### config.mk
export PLATFORM = sky130hd
export DESIGN_NAME = nzcv_flag_reg
export DESIGN_NICKNAME = d
export VERILOG_FILES = /design/src/rtl/arm_pkg.sv /design/src/rtl/nzcv_flag_reg.sv
export SDC_FILE = /design/constraint.sdc
export NUM_CORES = 1
export LEC_CHECK = 0
export CAP_MARGIN = 20
export CORE_MARGIN = 3
export CORE_UTILIZATION = 37
export CTS_CLUSTER_SIZE = 40
export DETAILED_ROUTE_END_ITERATION = 10
export PLACE_DENSITY = 0.77
export REMOVE_ABC_BUFFERS = 1
export SKIP_LAST_GASP = 1
export SLEW_MARGIN = 10
export SYNTH_ARGS = -nofsm -noshare
export SYNTH_HDL_FRONTEND = slang
export SYNTH_SLANG_ARGS = --single-unit
### constraint.sdc
create_clock -name CLK -period 1.95 [get_ports CLK]
set_input_delay 0.4875 -clock CLK [delete_from_list [all_inputs] [get_ports CLK]]
set_output_delay 0.4875 -clock CLK [all_outputs]
set_load 0.02 [all_outputs]
### src/rtl/arm_pkg.sv
// ---------------------------------------------------------------------------
// arm_pkg
// Shared definitions for the ARM core's condition-flag logic:
//   - bit positions of N, Z, C and V inside a 4-bit NZCV vector
//   - the state type of the flag-register FSM
//   - the per-bit flag write-enable patterns the execute stage uses
//   - merge_flags(): applies a masked ALU flag write to the current flags
// ---------------------------------------------------------------------------
package arm_pkg;

    // Bit positions inside a 4-bit NZCV vector.
    localparam int FLAG_N = 3;
    localparam int FLAG_Z = 2;
    localparam int FLAG_C = 1;
    localparam int FLAG_V = 0;

    // Flag write-enable patterns. Logical ops leave V alone.
    localparam logic [3:0] FWE_LOGIC = 4'b1110;
    localparam logic [3:0] FWE_ARITH = 4'b1111;

    // NORM: normal execution. EXC: inside an exception handler, with the
    // interrupted context's flags held in the saved copy.
    typedef enum logic {
        NORM = 1'b0,
        EXC  = 1'b1
    } fsm_state_e;

    // Each flag takes the ALU value where its enable is set, and keeps its
    // current value otherwise.
    function automatic logic [3:0] merge_flags(
        input logic [3:0] cur,
        input logic [3:0] alu,
        input logic [3:0] we
    );
        logic [3:0] res;
        res[FLAG_N] = we[FLAG_N] ? alu[FLAG_N] : cur[FLAG_N];
        res[FLAG_Z] = we[FLAG_Z] ? alu[FLAG_Z] : cur[FLAG_Z];
        res[FLAG_C] = we[FLAG_C] ? alu[FLAG_C] : cur[FLAG_C];
        res[FLAG_V] = we[FLAG_V] ? alu[FLAG_V] : cur[FLAG_V];
        return res;
    endfunction

endpackage : arm_pkg

### src/rtl/nzcv_flag_reg.sv
// ---------------------------------------------------------------------------
// nzcv_flag_reg
// The architectural condition-flag register. It holds the current NZCV and
// applies, in priority order, exception entry, exception return, MSR-style
// direct writes and masked ALU flag writes. It also provides a combinational
// forward of the next flag value, so the condition check of the next
// instruction can see flags written by the instruction just before it.
//
// Parameters:
//   RESET_FLAGS   value loaded into NZCV and SAVED_NZCV on reset
// Ports:
//   CLK           clock; all state updates happen on the rising edge
//   RST_N         asynchronous active-low reset
//   STALL         pipeline stall: every register holds and events are dropped
//   EX_VALID      execute-stage instruction is valid this cycle
//   EX_COND_PASS  the instruction's condition check passed
//   EX_S          the instruction's S bit (set flags)
//   EX_FLAG_WE    per-flag write enable, ordered [N,Z,C,V]
//   ALU_NZCV      flags produced by the ALU/shifter
//   MSR_WE        direct flag write
//   MSR_DATA      value for the direct write
//   EXC_ENTRY     exception entry: save the current flags
//   EXC_RETURN    exception return: restore the saved flags
//   NZCV          registered architectural flags
//   NZCV_FWD      value NZCV takes at the next edge (combinational)
//   SAVED_NZCV    saved copy of the flags (SPSR flag field)
//   IN_EXC        high while the FSM is in EXC
//   EXC_ERR       sticky protocol-violation flag, cleared only by reset
// ---------------------------------------------------------------------------
module nzcv_flag_reg
    import arm_pkg::*;
#(
    parameter logic [3:0] RESET_FLAGS = 4'b0000
) (
    input  logic       CLK,
    input  logic       RST_N,
    input  logic       STALL,
    input  logic       EX_VALID,
    input  logic       EX_COND_PASS,
    input  logic       EX_S,
    input  logic [3:0] EX_FLAG_WE,
    input  logic [3:0] ALU_NZCV,
    input  logic       MSR_WE,
    input  logic [3:0] MSR_DATA,
    input  logic       EXC_ENTRY,
    input  logic       EXC_RETURN,
    output logic [3:0] NZCV,
    output logic [3:0] NZCV_FWD,
    output logic [3:0] SAVED_NZCV,
    output logic       IN_EXC,
    output logic       EXC_ERR
);

    fsm_state_e state_q, state_d;
    logic [3:0] nzcv_q, nzcv_d;
    logic [3:0] saved_q, saved_d;
    logic       exc_err_q, exc_err_d;
    logic       alu_upd;

    assign alu_upd = EX_VALID & EX_COND_PASS & EX_S;

    // One event takes effect per cycle. A protocol violation still consumes
    // its cycle: the lower-priority events presented with it are dropped.
    always_comb begin
        // NOTE: every signal written here gets a default before any branch,
        // so no path leaves a value unassigned and no latch is inferred.
        state_d   = state_q;
        nzcv_d    = nzcv_q;
        saved_d   = saved_q;
        exc_err_d = exc_err_q;

        if (!STALL) begin
            if (EXC_ENTRY) begin
                if (state_q == NORM) begin
                    saved_d = nzcv_q;
                    state_d = EXC;
                end else begin
                    // Nested entry: the saved context must not be clobbered.
                    exc_err_d = 1'b1;
                end
            end else if (EXC_RETURN) begin
                if (state_q == EXC) begin
                    nzcv_d  = saved_q;
                    state_d = NORM;
                end else begin
                    exc_err_d = 1'b1;
                end
            end else if (MSR_WE) begin
                nzcv_d = MSR_DATA;
            end else if (alu_upd) begin
                nzcv_d = merge_flags(nzcv_q, ALU_NZCV, EX_FLAG_WE);
            end
        end
    end

    // NOTE: state registers use non-blocking assignments so every register
    // samples the values from before the edge, independent of statement order.
    always_ff @(posedge CLK or negedge RST_N) begin
        if (!RST_N) begin
            state_q   <= NORM;
            nzcv_q    <= RESET_FLAGS;
            saved_q   <= RESET_FLAGS;
            exc_err_q <= 1'b0;
        end else begin
            state_q   <= state_d;
            nzcv_q    <= nzcv_d;
            saved_q   <= saved_d;
            exc_err_q <= exc_err_d;
        end
    end

    // While reset is held the registers sit at RESET_FLAGS regardless of the
    // inputs, so the forward must report that too rather than nzcv_d.
    assign NZCV_FWD   = RST_N ? nzcv_d : RESET_FLAGS;
    assign NZCV       = nzcv_q;
    assign SAVED_NZCV = saved_q;
    assign IN_EXC     = (state_q == EXC);
    assign EXC_ERR    = exc_err_q;

endmodule : nzcv_flag_reg

---- After elaboration in Yosys (flattened, before gate mapping) ----
Cells that the tools add are included.
storage, ports and cells
  bits in registers ....................... 10
  logic and storage cells ................. 30
operators by class
  eq/ne operators ......................... 2
  muxes and demuxes ....................... 17
  bitwise operators ....................... 3
  reduce and logical (&&, ||, !) cells .... 4
operator list
  kind                                                                     count
  4-bit two-way mux                                                        7
  1-bit two-way mux                                                        10
  2-bit AND reduction                                                      2
  4-bit AND reduction                                                      1
  1-bit AND                                                                2
  2-bit by 1-bit inequality test with 1-bit output, second input constant  1
  2-bit inequality test, second input constant                             1
  2-bit nonzero test                                                       1
  1-bit inverter                                                           1

---- Longest topological paths before layout ----
Gate-level depths: netlist (run 1).
  word-level depth ........................ 8
  gate-level depth with buffers ........... 5
  mapped depth without buffers ............ 4

---- Worst setup path before layout (run 1) ----
OpenSTA, ideal clock, no wires.
  kind .................................... register to output
  start point ............................. register state_q, in the netlist IN_EXC
  end point ............................... output NZCV_FWD[2]
  arrival ................................. 1.477 ns
  path slack .............................. -0.014 ns
  stages on the path, launching flop included .. 6
  buffers on the path ..................... 1
  path through ............................ dfrtp_1 buf_2 mux2i_1 o21ai_0 a31oi_1 nor3b_1
on the way
  word-level cells in the longest chain between the ends .. 5
RTL lines
  item                    line                  text
  from (decl)             nzcv_flag_reg.sv:54   fsm_state_e state_q, state_d;
  from (signal assigned)  nzcv_flag_reg.sv:105  state_q <= state_d;
  4-bit two-way mux       --
  4-bit two-way mux       nzcv_flag_reg.sv:81   end else if (EXC_RETURN) begin
  4-bit two-way mux       nzcv_flag_reg.sv:73   if (EXC_ENTRY) begin
  4-bit two-way mux       nzcv_flag_reg.sv:72   if (!STALL) begin
  4-bit two-way mux       nzcv_flag_reg.sv:114  assign NZCV_FWD = RST_N ? nzcv_d : RESET_FLAGS;
  to (decl)               nzcv_flag_reg.sv:48   output logic [3:0] NZCV_FWD,
No other way between the ends.

---- Worst setup path in the final report (run 1) ----
  start point ............................. input EXC_ENTRY
  end point ............................... output NZCV_FWD[1]
on the way
  word-level cells in the longest chain between the ends .. 3
RTL lines
  item                 line                  text
  from (decl)          nzcv_flag_reg.sv:45   input logic EXC_ENTRY,
  4-bit two-way mux    nzcv_flag_reg.sv:73
  4-bit two-way mux    nzcv_flag_reg.sv:72
  named net nzcv_d[1]  nzcv_flag_reg.sv:55   logic [3:0] nzcv_q, nzcv_d;
  4-bit two-way mux    nzcv_flag_reg.sv:114
The timed path passes the listed nets, and every way through them passes these cells.

==> impl_results.md, run 1 <==
* Die Ht at 47.7 um
* Vias per cell at 5.34
* Fin crit share at 107%
* Worst Skew at 0.00174 ns
* Max incr delay on CP at 0.42 ns
* Total wire length at between 2 and 2.5 mm
* Relative slew slack at 84.5%
* Initial drt markers at 14
* Max-cap check violation count at 0
* Core Footprint at 1580 sq um
* Initial antenna violation count at 0
* Cells after Synth at 66
* Most frequent cells in the layout: 30 x buf_4, 14 x clkdlybuf4s50_1, 9 x dfrtp_1, 8 x dlygate4sd2_1, 6 x buf_6
* PortBufs at 34
* Cell Rows at 14
* Fin cells at 148
* Critical path, cell by cell: buf_8 -> or3_4 -> nor3b_4 -> a211oi_2 -> and2_1 -> buf_6
* Register area share after synthesis at approximately two fifths
* CTS tree: built
* CP Class: input port to output port
* GRT Overall Usage at 23.9%
* Sw Share at a little over a third
* Final setup viols at 4
* Clock power frac at 16.1%
* Ports at 35
* Area grow syn2layout at 104%
* Final hold violation count at 0
* Worst path slowest cell: or3_4
* Die area at 2270 sq um
* WP data arrival at roughly 1.6 ns
* GRT overflow at 0
* Stages on worst setup path at 6
* Final Cell Area at ~1300 sq um
* Routed wire per std cell at 16.6 um
* Critical path data required time at ~1.5 ns
* Vias at 790
* Tmin final at 2.09 ns
* DRT antenna net count at 0
* DRT Pass-1 Iters at 4
* Clock-pin slew on the worst setup and hold paths at ~0.07 ns
* Layout Nets at 154
* Worst path top cell family by delay: simple AND/OR/NAND/NOR gates
* Startpoint Class: input port
* Largest net degree at the start of global routing at 10
* Clk buf depth at 2
* Global-route wire length before repair at 3.71 mm
* Mapped Area at 642 sq um
* Share of cells above drive strength 1 at 51.5%
* Syn avg cell area at 9.73 sq um
* Cell variety after synth at 28
* Gpl congestion at 0.830
* Leakage at 0.616 nW
* Failing checks: setup timing
* Hold depth at 1
* Hold WS at 0.496 ns
* Initial Utilization at 40.7%
* Slew Limit Fails at 0
* Max VDD drop at 0.000698 V
* Cells after DPL at 134
* Dpl cell area at 1140 sq um
* R2R depth at 12
* RSZ-0062 raised after global routing: yes
* Clock sinks at 10
* Internal power at 0.753 mW
* FMAX at ~0.48 GHz
* Vias in the first global route at roughly 820
* Hold/Removal Path Class: register to register
* Root buf cell: clkbuf_4
* Cts bufs inserted at 3
* Setup WS post-layout at -0.142 ns
* Net Sw Power at 0.405 mW
* Comb power frac at 56.2%
* Status: complete, but fails checks
* Dpl hpwl at 1.69 mm
* Tot Pwr at between 1 and 1.5 mW
* Hold-fix buffers, CTS at 0
* CP max FO at 5
* Skew-Pair Late Insertion Delay at about 0.26 ns
* ANT cells at 0
* Slew @ Worst Pin at 0.232 ns
* YS warnings at 0
* Pwr Density at 886 nW/um^2
* CP Buf/Inv Count at 2
* H-tree depth at 1
* Crit end category: output port
* Register share of total power at approximately 28%
* DRC at 0
* Leading cell type in the layout, fill and taps excluded: buf_4
* Yosys reg bits at 10
* Die width at roughly 48 um
==> final timing paths <==
path / startpoint / endpoint / slack (ns)
min in group asynchronous: RST_N / NZCV[2] / 0.55
worst max-delay path: EXC_ENTRY / NZCV_FWD[1] / -0.14
worst min-delay path: EXC_ERR / EXC_ERR / 0.50
worst min register to register: EXC_ERR / EXC_ERR / 0.50
worst max register to register: IN_EXC / NZCV[2] / 0.02
max in group asynchronous: RST_N / IN_EXC / 1.13
==> cell type report <==
class / instances / area (sq um)
clock buffers: 4 / 36.3
fillers: 101 / 269
inverters: 2 / 7.51
multi-input cells: 51 / 424
flip-flops and latches: 10 / 251
well taps: 16 / 20.0
repair buffers: 65 / 568
==> flip-flops by register name, indices dropped and copies added, names as in the netlist <==
signal / flops
EXC_ERR: 1
IN_EXC: 1
NZCV: 4
SAVED_NZCV: 4
==> metrics by stage <==
stage          setup WS, ns  util, %  setup TNS, ns
2_1_floorplan        0.0453        -              0
3_3_place_gp         -0.886     72.3          -3.50
3_5_place_dp         -0.940     72.3          -4.10
4_1_cts             -0.0951     82.4         -0.379
5_1_grt              -0.182     82.9         -0.689
6_report             -0.142     82.9         -0.397
==> routing by layer <==
metal	share of wire (%)	GRT usage [%]
met3	7.5	4.51
met4	1.4	12.4
met1	38	27.0
met5	0	0
met2	53	42.5
==> synth_stat cells (all sizes together) <==
cell,count,area [sq um]
or3,2,17.5
nor3,3,15.0
or2,1,6.26
a21oi,3,15.0
buf,2,16.3
a31oi,1,6.26
o221ai,2,17.5
nand2,3,11.3
clkbuf,1,3.75
nand4,4,25.0
nand2b,1,6.26
o21ai,2,10.0
inv,2,7.51
or3b,2,17.5
nor2,7,26.3
nor3b,3,32.5
mux2,4,45.0
nand4bb,1,11.3
dfrtp,10,250
mux2i,5,50.1
and2,3,18.8
a32o,1,10.0
o21bai,1,7.51
a211oi,2,15.0
==> repair_timing <==
item,CTS,global route
gates resized for setup,86,5
buffers inserted,11,0
hold endpoints to repair,0,0
pin swaps,21,4
setup endpoints to repair,5,5
==> cell families after synthesis <==
kind of cell | count (synthesis) | share of synthesized area [%]
buffers and inverters | 5 | 4.29
flip-flops | 10 | 39.0
AND/OR/NAND/NOR | 30 | 29.2
multiplexers | 9 | 14.8
AO/OA/AOI/OAI | 12 | 12.7
==> power groups by stage <==
stage          clock (mW)  combinational, mW  sequential, mW
2_1_floorplan           0              0.131           0.401
6_report            0.186              0.651           0.321
4_1_cts             0.193              0.636           0.319
3_3_place_gp            0              0.560           0.312
5_1_grt             0.206              0.693           0.328
3_5_place_dp            0              0.574           0.318
No activity file was read; power rests on OpenSTA's default activity.
==> inputs of run 2 (changes only) <==
--- a/config.mk
+++ b/config.mk
@@ -10,6 +10,7 @@
 export CORE_UTILIZATION = 37
 export CTS_CLUSTER_SIZE = 40
 export DETAILED_ROUTE_END_ITERATION = 10
+export GPL_TIMING_DRIVEN = 0
 export PLACE_DENSITY = 0.77
 export REMOVE_ABC_BUFFERS = 1
 export SKIP_LAST_GASP = 1
==> run 2 against run 1 <==
The run still ends with setup timing left. Via count decreased by 6.7%. Utilization fell by 4.0 points. Non-clock buffer count fell by 13. Maximum frequency down 1.7%. Critical path depth did not move. First-iteration DRC count decreased by 57%. Final cell count decreased by 9.5%. Critical endpoint unchanged.
==> impl_results.md, run 2 (synthesis results as in run 1) <==
* Root buf cell: clkbuf_4
* Fin crit share at 109% (+1.8 points)
* GRT Overall Usage at 20.9% (-3.0 points)
* Most frequent cells in the layout: 17 x buf_4, 13 x clkdlybuf4s50_1, 9 x dlygate4sd2_1, 9 x buf_6, 7 x dfrtp_1
* Net Sw Power at 0.380 mW (-6.2%)
* Area occupied by registers at 254 sq um (+1.0%)
* Dpl hpwl at 1.29 mm (-24%)
* Ports at 35 (unchanged)
* Crit end category: output port
* Cts bufs inserted at 3 (unchanged)
* Routed wire per std cell at 16.7 um (+0.52%)
* Worst path top cell family by delay: simple AND/OR/NAND/NOR gates
* Register share of total power at 33.6% (+5.9 points)
* Vias at 737 (-6.7%)
* GR met1 Demand/Resource at 23.5% (-3.6 points)
* Critical path, cell by cell: buf_6 -> or3_4 -> nor3b_2 -> a211oi_2 -> and2_1 -> buf_6
* Hold/Removal Path Class: input port to async pin
* Worst Skew at 0.00625 ns (+0.00451 ns)
* CP max FO at 7 (+2)
* DRC at 0 (unchanged)
* Pwr Density at 831 nW/um^2 (-6.2%)
* Layout Nets at 141 (-8.4%)
* Die Ht at 47.7 um (unchanged)
* Critical path data required time at 1.46 ns (about the same)
* Final Cell Area at 1240 sq um (-4.9%)
* DRT antenna net count at 0 (unchanged)
* Startpoint Class: input port
* GRT overflow at 0 (unchanged)
* Reg2reg start: IN_EXC
* Slew Limit Fails at 0 (unchanged)
* Failing checks: setup timing
* Status: complete, but fails checks
* PortBufs at 34 (unchanged)
* FMAX at 0.470 GHz (-1.7%)
* Vias in the first global route at 720 (-13%)
* Clock-pin slew on the worst setup and hold paths at 0.06 ns (about the same)
* Filler cell count at 104 (+3.0%)
* Sw Share at 36.7% (+1.8 points)
* Area grow syn2layout at 93.8%
* Die area at 2270 sq um (unchanged)
* Slew @ Worst Pin at 0.573 ns (+0.342 ns)
* Largest net degree at the start of global routing at 15 (+5)
* Max-cap check violation count at 0 (unchanged)
* Core Footprint at 1580 sq um (unchanged)
* ANT cells at 0 (unchanged)
* Vias per cell at 5.50 (+3.0%)
* DRT Pass-1 Iters at 4 (unchanged)
* Internal power at 0.654 mW (-13%)
* M3 GR Usage at 5.26% (+0.75 points)
* Total wire length at 2.24 mm (-9.0%)
* GRT Max-Usage Layer: met2
* Initial antenna violation count at 0 (unchanged)
* Leading cell type in the layout, fill and taps excluded: buf_4
* CP Class: input port to output port
* CP most frequent cell: buf_6
* CP Buf/Inv Count at 2 (unchanged)
* Clock power frac at 13.0% (-3.1 points)
* Global-route wire length before repair at 3.28 mm (-11%)
* Final hold violation count at 0 (unchanged)
* Core Util, Final at 78.9% (-4.0 points)
* Comb power frac at 53.4% (-2.8 points)
* WP data arrival at 1.64 ns (+0.04 ns)
* Die width at 47.7 um (unchanged)
* RSZ-0062 raised after global routing: yes
* Skew-Pair Late Insertion Delay at 0.26 ns (about the same)
* Clock sinks at 10 (unchanged)
* CTS tree: built
* CP startpoint: STALL
* Initial Utilization at 40.7% (unchanged)
* Share of cells above drive strength 1 at 49.2% (-2.4 points)
* Worst path slowest cell: or3_4
* Max incr delay on CP at 0.42 ns (about the same)
* Initial drt markers at 6 (-8)
* Max VDD drop at 0.000584 V (-16%)
* Setup WS post-layout at -0.178 ns (-0.0356 ns)
* Met2 usage at 35.8% (-6.7 points)
* H-tree depth at 1 (unchanged)
* Leakage at 0.557 nW (-9.6%)
* Tmin final at 2.13 ns (+0.0356 ns)
* Final setup viols at 4 (unchanged)
* Relative slew slack at 61.8% (-23 points)
* Dpl cell area at 982 sq um (-14%)
* Multi-input logic area at 457 sq um (+7.7%)
* Gpl congestion at 0.776 (-6.5%)
* Cell Rows at 14 (unchanged)
* Clk buf depth at 2 (unchanged)
==> run 2: cell types whose count changed in the layout (fill, tap and decap cells not counted), sizes merged <==
cell,change
buf,-13
clkbuf,-1
clkdlybuf4s50,-1
dlygate4sd2,+1
==> run 2: power by group through the flow <==
| stage | Sequential [mW] | Clock (mW) | Combinational (mW) |
|---|---|---|---|
| finish | 0.347 | 0.134 | 0.552 |
| CTS | 0.338 | 0.142 | 0.501 |
| global route | 0.358 | 0.156 | 0.587 |
| floorplan | 0.401 | 0 | 0.131 |
| detailed placement | 0.337 | 0 | 0.432 |
| global placement | 0.335 | 0 | 0.427 |
==> run 2: path summary, 6_finish.rpt <==
check	endpoint	slack, ns	cells after the start
setup / recovery	NZCV_FWD[1]	-0.18	6
hold / removal	NZCV[1]	0.33	1
setup reg to reg	NZCV[2]	0.12	11
hold reg to reg	EXC_ERR	0.49	1
max in group asynchronous	NZCV[3]	1.21	1
min in group CLK	EXC_ERR	0.45	2
==> run 2: layout make-up <==
class | count | area share, %
repair buffers | 52 | 38.8
multi-input cells | 51 | 36.7
flip-flops and latches | 10 | 20.4
clock buffers | 3 | 1.81
well taps | 16 | 1.61
inverters | 2 | 0.604
==> run 2: metal layers <==
metal / vias to the layer above / routed length [um] / share of wire (%)
li1: 353 / - / -
met1: 346 / 875 / 39
met2: 30 / 1100 / 49
met3: 8 / 188 / 8.4
met4: 0 / 74 / 3.3
met5: - / 0 / 0
==> run 2: stage by stage <==
stage	total power [mW]	TNS (ns)	setup slack, ns	std cells	hold WS [ns]
2_1_floorplan	0.532	0	0.0453	63	0.192
3_3_place_gp	0.761	-3.92	-1.01	113	0.463
3_5_place_dp	0.769	-4.01	-1.03	113	0.472
4_1_cts	0.981	-0.419	-0.107	133	0.336
5_1_grt	1.10	-0.805	-0.224	134	0.352
6_report	1.03	-0.572	-0.178	134	0.328
==> run 2: timing repair <==
action,in CTS,in global routing
pin swaps,18,10
setup endpoints to repair,5,5
setup buffers,18,3
hold buffers,0,0
gates resized for setup,92,9
==> run 2: worst reg2reg max path: stages (launching register included) <==
cell and delay, ns:
dfrtp_2 0.45, mux2i_1 0.13, o21ai_1 0.17, a31oi_2 0.07
buf_4 0.14, buf_4 0.12, buf_4 0.12, buf_4 0.12
buf_4 0.12, buf_4 0.12, buf_4 0.12, nor2_2 0.07
==> inputs of run 3 (changes only) <==
--- a/config.mk
+++ b/config.mk
@@ -11,7 +11,7 @@
 export CTS_CLUSTER_SIZE = 40
 export DETAILED_ROUTE_END_ITERATION = 10
 export GPL_TIMING_DRIVEN = 0
-export PLACE_DENSITY = 0.77
+export PLACE_DENSITY = 0.87
 export REMOVE_ABC_BUFFERS = 1
 export SKIP_LAST_GASP = 1
 export SLEW_MARGIN = 10
==> run 3 against run 2 <==
The run still ends with setup timing left. Routed wire length fell by 8.1%. Sequential power is 3% lower. Worst hold slack worse by 0.23 ns. Utilization is 3.1 points lower. Cell area down 3.9%. Maximum frequency is 3.8% higher. Register-to-register slack got worse by 0.18 ns. Critical endpoint is now NZCV_FWD[0].
==> impl_results.md, run 3 (synthesis results as in run 1) <==
* CP startpoint: IN_EXC
* Worst Skew at 0.00792 ns (+0.00167 ns)
* Tot Pwr at 1.05 mW (+1.3%)
* Critical path, cell by cell: buf_6 -> mux2i_1 -> nand2_1 -> a32o_2 -> and2_4 -> buf_6
* Comb power frac at 49.9% (-3.5 points)
* Global-route wire length before repair at 2.98 mm (-9.3%)
* Relative slew slack at 78.0% (+16 points)
* Sw Share at 35.4% (-1.3 points)
* Largest net degree at the start of global routing at 15 (unchanged)
* Core Footprint at 1580 sq um (unchanged)
* Fin crit share at 105% (-4.0 points)
* Initial antenna violation count at 0 (unchanged)
* Final setup viols at 5 (+1)
* Tmin final at 2.05 ns (-0.0788 ns)
* Pwr Density at 876 nW/um^2 (+5.4%)
* RSZ-0062 raised after global routing: yes
* Dpl ws at -1.04 ns (-0.0103 ns)
* Slew Limit Fails at 0 (unchanged)
* GRT Overall Usage at 19.9% (-0.98 points)
* Worst path slowest cell: dfrtp_2
* Leakage at 0.547 nW (-1.8%)
* Dpl cell area at 982 sq um (unchanged)
* GRT overflow at 0 (unchanged)
* Vias at 712 (-3.4%)
* Area grow syn2layout at 86.2%
* R2R depth at 12 (+1)
* WP data arrival at 1.56 ns (-0.08 ns)
* Multi-input logic area at 430 sq um (-5.8%)
* Max incr delay on CP at 0.45 ns (+0.03 ns)
* Clock power frac at 17.9% (+4.9 points)
* Layout Nets at 138 (-2.1%)
* Slew @ Worst Pin at 0.329 ns (-0.244 ns)
* Vias per cell at 5.39 (-1.9%)
* Status: complete, but fails checks
* CP Class: register to output port
* DRC at 0 (unchanged)
* Net Sw Power at 0.371 mW (-2.3%)
* Die Ht at 47.7 um (unchanged)
* Clock sinks at 10 (unchanged)
* Core Util, Final at 75.8% (-3.1 points)
* PortBufs at 34 (unchanged)
* Hold/Removal Path Class: input port to async pin
* Area occupied by registers at 253 sq um (-0.49%)
* Gpl congestion at 0.808 (+4.2%)
* Cells after DPL at 113 (unchanged)
* CP max FO at 6 (-1)
* Die width at 47.7 um (unchanged)
* Most frequent cells in the layout: 13 x clkdlybuf4s50_1, 13 x buf_4, 9 x buf_6, 8 x dfrtp_1, 7 x dlygate4sd2_1
* Dpl hpwl at 1.27 mm (-1.2%)
* Total wire length at 2.06 mm (-8.1%)
* FMAX at 0.488 GHz (+3.8%)
* Skew-Pair Late Insertion Delay at 0.27 ns (about the same)
* DRT Pass-1 Iters at 4 (unchanged)
* Register share of total power at 32.2% (-1.4 points)
* Initial drt markers at 15 (+9)
* Clk buf depth at 2 (unchanged)
* Max-cap check violation count at 0 (unchanged)
* Routed wire per std cell at 15.6 um (-6.7%)
* H-tree depth at 1 (unchanged)
* Startpoint Class: register
* Crit end category: output port
* Final Cell Area at 1190 sq um (-3.9%)
* Max VDD drop at 0.000589 V (+0.90%)
* CTS tree: built
* Cts bufs inserted at 3 (unchanged)
* Fin cells at 132 (-1.5%)
* ANT cells at 0 (unchanged)
* Die area at 2270 sq um (unchanged)
* Internal power at 0.676 mW (+3.4%)
* Initial Utilization at 40.7% (unchanged)
* Share of cells above drive strength 1 at 49.1% (about the same)
* Root buf cell: clkbuf_4
* Critical path data required time at 1.46 ns (about the same)
* Clock-pin slew on the worst setup and hold paths at 0.07 ns (about the same)
* Cell Rows at 14 (unchanged)
* FF-to-FF End: NZCV[2]
* Reg2reg start: IN_EXC
* Ports at 35 (unchanged)
* Vias in the first global route at 711 (-1.3%)
* Final hold violation count at 0 (unchanged)
* Reg-to-reg slack, setup at -0.06 ns (-0.18 ns)
* Failing checks: setup timing
* CP most frequent cell: buf_6
* Setup WS post-layout at -0.0991 ns (+0.0788 ns)
* DRT antenna net count at 0 (unchanged)
* Filler cell count at 90 (-13%)
run 3: routing by layer:
layer	share of wire (%)	GRT usage [%]	vias to the layer above
li1	-	-	348
met1	39	20.6	324
met2	49	34.5	34
met3	11	6.02	6
met4	1.5	13.4	0
met5	0	0	-
run 3: worst max path at each step:
stage | end | slack (ns) | cells past startpoint
CTS | NZCV_FWD[3] | -0.11 | 6
finish | NZCV_FWD[0] | -0.1 | 6
floorplan | NZCV_FWD[2] | 0.05 | 4
global placement | NZCV_FWD[1] | -1.02 | 6
detailed placement | NZCV_FWD[1] | -1.04 | 6
global route | NZCV_FWD[0] | -0.17 | 6
run 3: layout make-up:
type                            instances  share of cell area (%)
Clock buffer                            4                    3.04
Inverter                                2                   0.628
Multi-Input combinational cell         51                    36.0
Sequential cell                        10                    21.2
Tap cell                               16                    1.68
Timing Repair Buffer                   49                    37.5
run 3: stage by stage:
step / hold slack [ns] / TNS (ns)
detailed placement: 0.465 / -3.90
finish: 0.0968 / -0.426
global route: 0.0969 / -0.744
CTS: 0.295 / -0.347
floorplan: 0.192 / 0
global placement: 0.465 / -3.80
run 3: worst max-delay path, delay by kind of cell, from the launching register on:
family,cells,cell delay [ns]
simple gates,2,0.22
buf+inv,2,0.25
mux,1,0.13
compound gates,1,0.24
flops,1,0.45
run 3: repair_timing:
item	in CTS	in global routing
setup buffers	16	0
hold buffers	0	0
pin swaps	15	4
resized for setup	88	10
setup endpoints to repair	4	5
run 3: power by group through the flow:
stage	registers (mW)	clock network, mW	logic (mW)
after global placement	0.332	0	0.426
after global routing	0.348	0.212	0.554
final	0.337	0.188	0.522
after CTS	0.336	0.193	0.507
after detailed placement	0.334	0	0.435
after floorplan	0.401	0	0.131
